$ cat src/rtl/master_fsm_if.sv
// Sequencer bus: layer-engine done pulses and PS write address in, broadcast state code out.
// The master modport is the sequencer; the slave modport is the datapath/PS side.
interface master_fsm_if #(
  parameter int STATE_DATAWIDTH   = 4,
  parameter int ADDRESS_DATAWIDTH = 13
);
  logic                         Conv_done;
  logic                         Avg_done;
  logic                         FC_done;
  logic                         Judge_done;
  logic [ADDRESS_DATAWIDTH-1:0] address;
  logic [STATE_DATAWIDTH-1:0]   state;

  modport master (
    input  Conv_done, Avg_done, FC_done, Judge_done, address,
    output state
  );

  modport slave (
    output Conv_done, Avg_done, FC_done, Judge_done, address,
    input  state
  );
endinterface

$ cat src/rtl/master_fsm.sv
// Frame sequencer for the CNN accelerator: IDLE -> 3x(conv,conv,pool) -> FC -> JUDGE -> IDLE.
// New state visible one clock after the sampling edge; no backpressure, done inputs are level-sampled.
module master_fsm #(
  parameter int STATE_DATAWIDTH   = 4,
  parameter int ADDRESS_DATAWIDTH = 13,
  parameter int INPUT_SIZE        = 80
) (
  input  logic              clk,
  input  logic              reset,
  master_fsm_if.master      bus
);

  typedef enum logic [3:0] {
    IDLE      = 4'd0,
    CONV1_1   = 4'd1,
    CONV1_2   = 4'd2,
    AVG_POOL1 = 4'd3,
    CONV2_1   = 4'd4,
    CONV2_2   = 4'd5,
    AVG_POOL2 = 4'd6,
    CONV3_1   = 4'd7,
    CONV3_2   = 4'd8,
    AVG_POOL3 = 4'd9,
    FC        = 4'd10,
    JUDGE     = 4'd11
  } state_t;

  localparam logic [ADDRESS_DATAWIDTH-1:0] LAST_ADDR =
    ADDRESS_DATAWIDTH'(INPUT_SIZE * INPUT_SIZE - 1);

  state_t state_r;

  always_ff @(posedge clk) begin
    if (reset) begin
      state_r <= IDLE;
    end else begin
      case (state_r)
        IDLE:      if (bus.address == LAST_ADDR) state_r <= CONV1_1;
        CONV1_1:   if (bus.Conv_done)  state_r <= CONV1_2;
        CONV1_2:   if (bus.Conv_done)  state_r <= AVG_POOL1;
        AVG_POOL1: if (bus.Avg_done)   state_r <= CONV2_1;
        CONV2_1:   if (bus.Conv_done)  state_r <= CONV2_2;
        CONV2_2:   if (bus.Conv_done)  state_r <= AVG_POOL2;
        AVG_POOL2: if (bus.Avg_done)   state_r <= CONV3_1;
        CONV3_1:   if (bus.Conv_done)  state_r <= CONV3_2;
        CONV3_2:   if (bus.Conv_done)  state_r <= AVG_POOL3;
        AVG_POOL3: if (bus.Avg_done)   state_r <= FC;
        FC:        if (bus.FC_done)    state_r <= JUDGE;
        JUDGE:     if (bus.Judge_done) state_r <= IDLE;
        // Unused codes 12-15 recover to IDLE.
        default:   state_r <= IDLE;
      endcase
    end
  end

  assign bus.state = STATE_DATAWIDTH'(state_r);

endmodule

$ cat src/flat_wrapper.sv
// flat-port wrapper written by rule: the top's interface ports become plain ports
module master_fsm_flat 
#(
  parameter int STATE_DATAWIDTH   = 4,
  parameter int ADDRESS_DATAWIDTH = 13,
  parameter int INPUT_SIZE        = 80
)
  (clk, reset, bus_Conv_done, bus_Avg_done, bus_FC_done, bus_Judge_done, bus_address, bus_state);
  master_fsm_if #(.STATE_DATAWIDTH(STATE_DATAWIDTH), .ADDRESS_DATAWIDTH(ADDRESS_DATAWIDTH)) bus_i ();
  input  logic clk;
  input  logic reset;
  input wire logic [$bits(bus_i.Conv_done)-1:0] bus_Conv_done;
  input wire logic [$bits(bus_i.Avg_done)-1:0] bus_Avg_done;
  input wire logic [$bits(bus_i.FC_done)-1:0] bus_FC_done;
  input wire logic [$bits(bus_i.Judge_done)-1:0] bus_Judge_done;
  input wire logic [$bits(bus_i.address)-1:0] bus_address;
  output wire logic [$bits(bus_i.state)-1:0] bus_state;
  assign bus_i.Conv_done = bus_Conv_done;
  assign bus_i.Avg_done = bus_Avg_done;
  assign bus_i.FC_done = bus_FC_done;
  assign bus_i.Judge_done = bus_Judge_done;
  assign bus_i.address = bus_address;
  assign bus_state = bus_i.state;
  master_fsm #(.STATE_DATAWIDTH(STATE_DATAWIDTH), .ADDRESS_DATAWIDTH(ADDRESS_DATAWIDTH), .INPUT_SIZE(INPUT_SIZE)) u_core (.clk(clk), .reset(reset), .bus(bus_i));
endmodule
$ cat config.mk
export PLATFORM = sky130hd
export DESIGN_NAME = master_fsm_flat
export DESIGN_NICKNAME = d
export VERILOG_FILES = /design/src/rtl/master_fsm_if.sv /design/src/rtl/master_fsm.sv /design/src/flat_wrapper.sv
export SDC_FILE = /design/constraint.sdc
export NUM_CORES = 1
export LEC_CHECK = 0
export ABC_CLOCK_PERIOD_IN_PS = 1900
export CORE_AREA = 4 4 41 43
export CTS_CLUSTER_SIZE = 8
export DETAILED_ROUTE_END_ITERATION = 12
export DIE_AREA = 0 0 45 47
export HOLD_SLACK_MARGIN = 0.1
export PLACE_DENSITY = 0.62
export SETUP_SLACK_MARGIN = 0.02
export SLEW_MARGIN = 10
export SYNTH_ARGS = -nofsm -noshare
export SYNTH_HDL_FRONTEND = slang
export SYNTH_SLANG_ARGS = --single-unit
$ cat constraint.sdc
create_clock -name clk -period 1.9 [get_ports clk]
set_input_delay 0.285 -clock clk [delete_from_list [all_inputs] [get_ports clk]]
set_output_delay 0.285 -clock clk [all_outputs]
set_load 0.005 [all_outputs]
* Word-level counts from Yosys, hierarchy flattened
Cells that the tools add are included.
W data, S select, Z words.
** Word-level totals
- Register bits :: 4
- Latch bits :: 0
- Memory bits (writable) :: 0
- Bits in read-only memories :: 0
- Input bits :: 19
- Output and inout bits :: 4
- Memories :: 0
** Cells by class
- $add $sub $neg :: 0
- Multipliers :: 0
- Divide/modulo/power cells :: 0
- Magnitude comparators :: 0
- Eq/ne operators :: 24
- Shift-type cells :: 0
- Muxes and demuxes :: 13
- Bitwise gates (word level) :: 0
- Reduce and logical (&&, ||, !) cells :: 2
** Operators with widths (number)
- $mux W4 :: 12
- $pmux W4 S12 :: 1
- $ne A2 B2 Y1 const B :: 11
- $eq A4 B3 Y1 const B :: 4
- $eq A4 B4 Y1 const B :: 4
- $eq A13 B13 Y1 const B :: 1
- $reduce_and A12 Y1 :: 1
- $eq A4 B2 Y1 const B :: 2
- $eq A4 B1 Y1 const B :: 1
- $logic_not A4 Y1 :: 1
- $ne A2 B1 Y1 const B :: 1

* Depth between registers and ports, before layout
Gate-level depths: netlist of run 1.
- Word-level depth :: 3
- Mapped depth :: 5

* Least setup slack after synthesis of run 1
No wires, ideal clock.
- Path kind :: flip-flop to flip-flop
- Start :: register u_core.state_r[0] (netlist: u_core.bus.state[0])
- End :: register u_core.state_r[0] (netlist: u_core.bus.state[0])
- Setup time :: 117 ps
- Data arrival time :: 1388 ps
- Slack :: 394 ps
- Stages on the path, launching flop included :: 6
- Clock period less this slack :: 1506 ps
- Cell sequence :: dfxtp_1 -> buf_6 -> xor2_1 -> a2111o_1 -> and3_4 -> a32o_1
** Between the ends
- Cells in the longest elaborated chain, start to end :: 3
- Elaborated cells on any way between the ends :: 26
- Classes of those cells :: 23 x eq/ne; 1 x mux; 2 x reduce/logical
** RTL lines
- start: declaration :: line master_fsm.sv:31 : state_t state_r;
- start signal: assignment :: line master_fsm.sv:35 : state_r <= IDLE;
- start signal: assignment :: line master_fsm.sv:38 : IDLE: if (bus.address == LAST_ADDR) state_r <= CONV1_1;
- start signal: assignment :: line master_fsm.sv:39 : CONV1_1: if (bus.Conv_done) state_r <= CONV1_2;
- $eq A4 B4 Y1 (tied with other cells) :: line master_fsm.sv:37 : case (state_r)
- $ne A2 B2 Y1 (no source line) or $ne A2 B1 Y1 (tied branches)
- $reduce_and A12 Y1 (no source line)
Parallel ways exist; a longest one is shown, timed or not.
A chain may end at the register's enable or synchronous reset.

* Final worst setup path of run 1
- Start :: register u_core.state_r[2] (netlist: u_core.bus.state[2])
- End :: output port bus_state[2]
** RTL lines
- end: declaration :: line flat_wrapper.sv:17 : output wire logic [$bits(bus_i.state)-1:0] bus_state;
No word-level cell between the ends.

==> impl_metrics.ini, run 1 <==
[run_status]
status = completed

[sta]
max-slew-margin-rel = 0.733
tightest_slew_ns = 0.400
setup_viol = 0
fin_crit_sh = 0.889
rsz0062_at_grt = false
hold_violations = 0
slew_violations = 0
period_minus_slack_ns = 1.69
skew_ns = 0.00538
fmax_mhz = 592
tns_ns = 0

[pwr]
power_density_nw_per_um2 = 500
p_seq_frac = 0.344
pwr-share-clk = 0.324
leakagePower_nw = 0.221
peakVddDrop_v = 0.000157
internal-power_w = 0.000234
finalPower_w = 0.000318
switchingPower_w = 0.0000835
p_sw_frac = 0.263
p_comb_frac = 0.332

[global_routing]
grt_overflow_total = 0
antenna_found_initial = 0
grt_use_total = 0.107
grt_pass1_vias = 420
grt_first_pass_wirelength_mm = 1.64
grt_max_degree = 12

[cells_and_area]
layout_commonest_cell = clkdlybuf4s50_1
regArea_um2 = 80.1
nets = 92
drive_above_1_share = 0.113
fill_cells = 136
mostFrequentLayoutCells = 22 x clkdlybuf4s50_1, 4 x nor2_1, 4 x dfxtp_1
syn_to_final_growth_pct = 59.7
multiInputGateArea_um2 = 279
largest_register_ffs = 4
stdcell_count = 86
n_antenna_cell = 0

[setup_path]
endpoint_kind = output port
critical_path.max_stage_delay_ns = 0.51
crit_chain = buf_4 -> clkdlybuf4s50_1
critPathMaxFanout = 8
cp.required_ns = 1.62
start_kind = flop
path_class = flop to output port
cp_top_family = buffers and inverters
crit_arrival_ns = 1.40
crit_slowest_cell = clkdlybuf4s50_1
critPathBufInv = 2

[yosys]
netlist_top_cells_area = dfxtp_1 20%, a32o_1 5.0%, mux2i_1 5.0%
synth_top_cell_by_area = dfxtp_1
synth_top_cell_area_share = 0.201
syn_area_um2 = 398
ys_ff_latch = 4
syn_nets = 68
syn_area_per_cell_um2 = 8.12
yosysWarningCount = 0
netlist_instances = 49
yosysSeqAreaShare = 0.201
synth_cell_types = 33

[clock_network]
cts.sinks = 4
htree_num_levels = 1
numCtsBuffers = 3
clockBufferDepth = 2
cts_setup_buffers = 0
cts_tree = built
hold_buffers = 0
clock-root-buffer = clkbuf_4
clk_pin_slew_ns = 0.04
clkLatencyLatePin_ns = 0.23
ctsResizeCount = 0

[floorplanning]
die_w_um = 45
die_height_um = 47
io_pins = 23
core_um2 = 1300
die_area_um2 = 2120
rows = 13
initial_utilization = 0.306

[detailed_routing]
ant_nets = 0
dr.pass1.iters = 2
drc = 0
num_vias = 467
first_iter_violations = 7
post_drt_wl_per_cell_um = 11.6
via_per_inst = 5.43
finalWirelength_um = 995

[placement]
dp_cells = 83
port_buffers = 22
dp_hpwl_um = 826
gp_congestion = 0.665

[hold_path]
hold_path.class = flop to flop

[job]
drv_cap = 0
-- power by group through the flow --
stage | registers, W | clock network [W] | logic, W
finish | 0.000109 | 0.000103 | 0.000106
global route | 0.000112 | 0.000110 | 0.000115
CTS | 0.000110 | 0.000108 | 0.000107
detailed placement | 0.000111 | 0 | 0.000107
global placement | 0.000111 | 0 | 0.000106
floorplan | 0.0000964 | 0 | 0.0000702
-- per-stage QoR --
stage / area, um^2 / hold slack [ns] / util / setup slack [ns]
after global routing: 636 / 0.665 / 0.488 / 0.153
after detailed placement: 613 / 0.632 / 0.471 / 0.234
after floorplan: 398 / 0.354 / - / 0.394
after CTS: 636 / 0.637 / 0.488 / 0.210
final: 636 / 0.623 / 0.488 / 0.212
after global placement: 613 / 0.621 / 0.471 / 0.244
-- worst paths after layout --
path / start / endpoint / slack (ns) / cells past startpoint
worst max-delay path: u_core.bus.state[2] / bus_state[2] / 0.21 / 2
worst min-delay path: u_core.bus.state[3] / u_core.bus.state[3] / 0.62 / 2
worst max register to register: u_core.bus.state[0] / u_core.bus.state[0] / 0.25 / 4
worst min register to register: u_core.bus.state[3] / u_core.bus.state[3] / 0.62 / 2
-- worst min-delay path, cell delays in order, from the launching register on --
cell and delay [ns]:
dfxtp_1 0.39, o21ai_1 0.11, a21oi_1 0.07
-- area by class of cell --
cell class | instances | share of cell area
Multi-Input combinational cell | 39 | 0.439
Timing Repair Buffer | 23 | 0.358
Sequential cell | 4 | 0.126
Clock buffer | 3 | 0.0354
Tap cell | 15 | 0.0295
Inverter | 2 | 0.0118
-- cell families (layout without fill, tap and decap cells) --
| logic type | after synthesis | count (layout) | share of synthesized area |
|---|---|---|---|
| buf+inv | 6 | 28 | 0.0974 |
| mux | 2 | 2 | 0.0503 |
| xor+xnor | 1 | 1 | 0.0220 |
| flops | 4 | 4 | 0.201 |
| simple gates | 22 | 22 | 0.340 |
| compound gates | 14 | 14 | 0.289 |
-- synthesized netlist by cell type (all sizes together) --
| cell | n |
|---|---|
| a2111o | 1 |
| a21o | 2 |
| a21oi | 2 |
| a31oi | 1 |
| a32o | 2 |
| a32oi | 2 |
| and2 | 1 |
| and2b | 1 |
| and3 | 1 |
| and3b | 1 |
| and4b | 1 |
| buf | 4 |
| dfxtp | 4 |
| inv | 2 |
| mux2i | 2 |
| nand2 | 2 |
| nand2b | 1 |
| nand3 | 2 |
| nand4 | 2 |
| nand4b | 1 |
| nor2 | 4 |
| nor3 | 2 |
| nor3b | 2 |
| nor4 | 1 |
| o21ai | 2 |
| o311ai | 1 |
| o31ai | 1 |
| xor2 | 1 |
-- per-layer routing --
metal / wire [um] / up-vias / track usage / share of wire
met3: 105 / 0 / 0.0383 / 0.11
met5: 0 / - / 0 / 0
li1: - / 237 / - / -
met4: 0 / 0 / 0.0526 / 0
met1: 437 / 209 / 0.118 / 0.44
met2: 452 / 21 / 0.184 / 0.45
Power figures use the tool's default switching activity.
==> run 2, diff against run 1 <==
Settings changed: HOLD_SLACK_MARGIN 0.1 to 0.12, SKIP_CTS_REPAIR_TIMING set to 1.
==> results of run 2 <==
The final DEF is identical to that of run 1; final timing and power are the same.
==> run 3, diff against run 2 <==
Settings changed: REMOVE_ABC_BUFFERS set to 1, SLEW_MARGIN 10 to 30.
==> run 3 against run 2 <==
Compared with the run above:
- routed wire length up 3.9%
- clock skew shrank 0.0044 ns
- final cell count is the same
- clock power about the same
- register-to-register slack barely moved
- via count shrank 4.1%
- sequential cell count is the same
- critical endpoint is now bus_state[0]
==> impl_metrics.ini, run 3 (synthesis gave the netlist of run 1 again) <==
[cells_and_area]
drive_above_1_share = 0.113
stdcell_count = 86
largest_register_ffs = 4
post-route-util = 0.488
n_antenna_cell = 0
nets = 92
syn_to_final_growth_pct = 59.7
mostFrequentLayoutCells = 22 x clkdlybuf4s50_1, 4 x nor2_1, 4 x dfxtp_1
layout_commonest_cell = clkdlybuf4s50_1

[clock_network]
numCtsBuffers = 3
clkLatencyLatePin_ns = 0.23
clk_pin_slew_ns = 0.04
clock-root-buffer = clkbuf_4
cts_tree = built
htree_num_levels = 1
cts.sinks = 4
clockBufferDepth = 2

[sta]
fin_crit_sh = 0.866
fmax_mhz = 608
max-slew-margin-rel = 0.742
tns_ns = 0
rsz0062_at_grt = false
tightest_slew_ns = 0.386
slew_violations = 0
hold_violations = 0
period_minus_slack_ns = 1.65
setup_viol = 0
skew_ns = 0.00102

[setup_path]
critical_path.max_stage_delay_ns = 0.59
critPathBufInv = 1
critPathMaxFanout = 11
endpoint_kind = output port
path_class = flop to output port
crit_slowest_cell = clkdlybuf4s50_1
crit_chain = clkdlybuf4s50_1
crit_arrival_ns = 1.36
start_kind = flop
cp_top_family = buffers and inverters
cp.required_ns = 1.62

[pwr]
internal-power_w = 0.000234
p_comb_frac = 0.335
peakVddDrop_v = 0.000269
power_density_nw_per_um2 = 501
switchingPower_w = 0.0000842
leakagePower_nw = 0.221
p_sw_frac = 0.264
p_seq_frac = 0.342
pwr-share-clk = 0.324
finalPower_w = 0.000318

[global_routing]
grt_overflow_total = 0
grt_use_total = 0.121
grt_pass1_vias = 449
antenna_found_initial = 0
grt_max_degree = 12
grt_first_pass_wirelength_mm = 1.79

[floorplanning]
die_area_um2 = 2120
rows = 13
initial_utilization = 0.306
io_pins = 23
die_height_um = 47
core_um2 = 1300
die_w_um = 45

[detailed_routing]
dr.pass1.iters = 2
num_vias = 448
first_iter_violations = 1
via_per_inst = 5.21
drc = 0
ant_nets = 0
post_drt_wl_per_cell_um = 12.0
finalWirelength_mm = 1.03

[job]
drv_cap = 0

[run_status]
status = completed

[hold_path]
hold_path.class = flop to flop

[placement]
dp_hpwl_um = 845
port_buffers = 22
gp_congestion = 0.808
dp_cells = 83
run 3: cell counts in the layout (fill, tap and decap cells not counted):
No cell type changed its count.
run 3: layout make-up:
class	count	area, um^2
Fill cell	132	666
Sequential cell	4	80.1
Clock buffer	3	22.5
Multi-Input combinational cell	39	279
Tap cell	15	18.8
Inverter	2	7.51
Timing Repair Buffer	23	228
run 3: final timing paths:
kind                                          start                  end  slack (ns)  depth (start not counted)
worst min register to register  u_core.bus.state[3]  u_core.bus.state[3]        0.63                          2
worst max-delay path            u_core.bus.state[0]         bus_state[0]        0.25                          1
worst max register to register  u_core.bus.state[0]  u_core.bus.state[0]        0.26                          4
worst min-delay path            u_core.bus.state[3]  u_core.bus.state[3]        0.63                          2
run 3: layer usage:
| metal | up-vias | part of all wire | GRT usage |
|---|---|---|---|
| met2 | 13 | 0.48 | 0.206 |
| met3 | 0 | 0.080 | 0.0613 |
| met4 | 0 | 0 | 0.0702 |
| met5 | - | 0 | 0 |
| met1 | 195 | 0.44 | 0.118 |
| li1 | 240 | - | - |
run 3: power groups by stage:
stage                     clock network (W)  registers [W]  logic (W)
after floorplan                           0       0.000107  0.0000486
after global placement                    0       0.000111   0.000107
after detailed placement                  0       0.000110   0.000107
after CTS                          0.000110       0.000109   0.000108
after global routing               0.000116       0.000112   0.000120
final                              0.000103       0.000109   0.000107
run 3: per-stage QoR:
| step | setup slack, ns | area [um^2] | hold slack [ns] |
|---|---|---|---|
| 2_1_floorplan | 0.319 | 367 | 0.354 |
| 3_3_place_gp | 0.188 | 613 | 0.618 |
| 3_5_place_dp | 0.203 | 613 | 0.614 |
| 4_1_cts | 0.236 | 636 | 0.624 |
| 5_1_grt | 0.147 | 636 | 0.678 |
| 6_report | 0.254 | 636 | 0.627 |
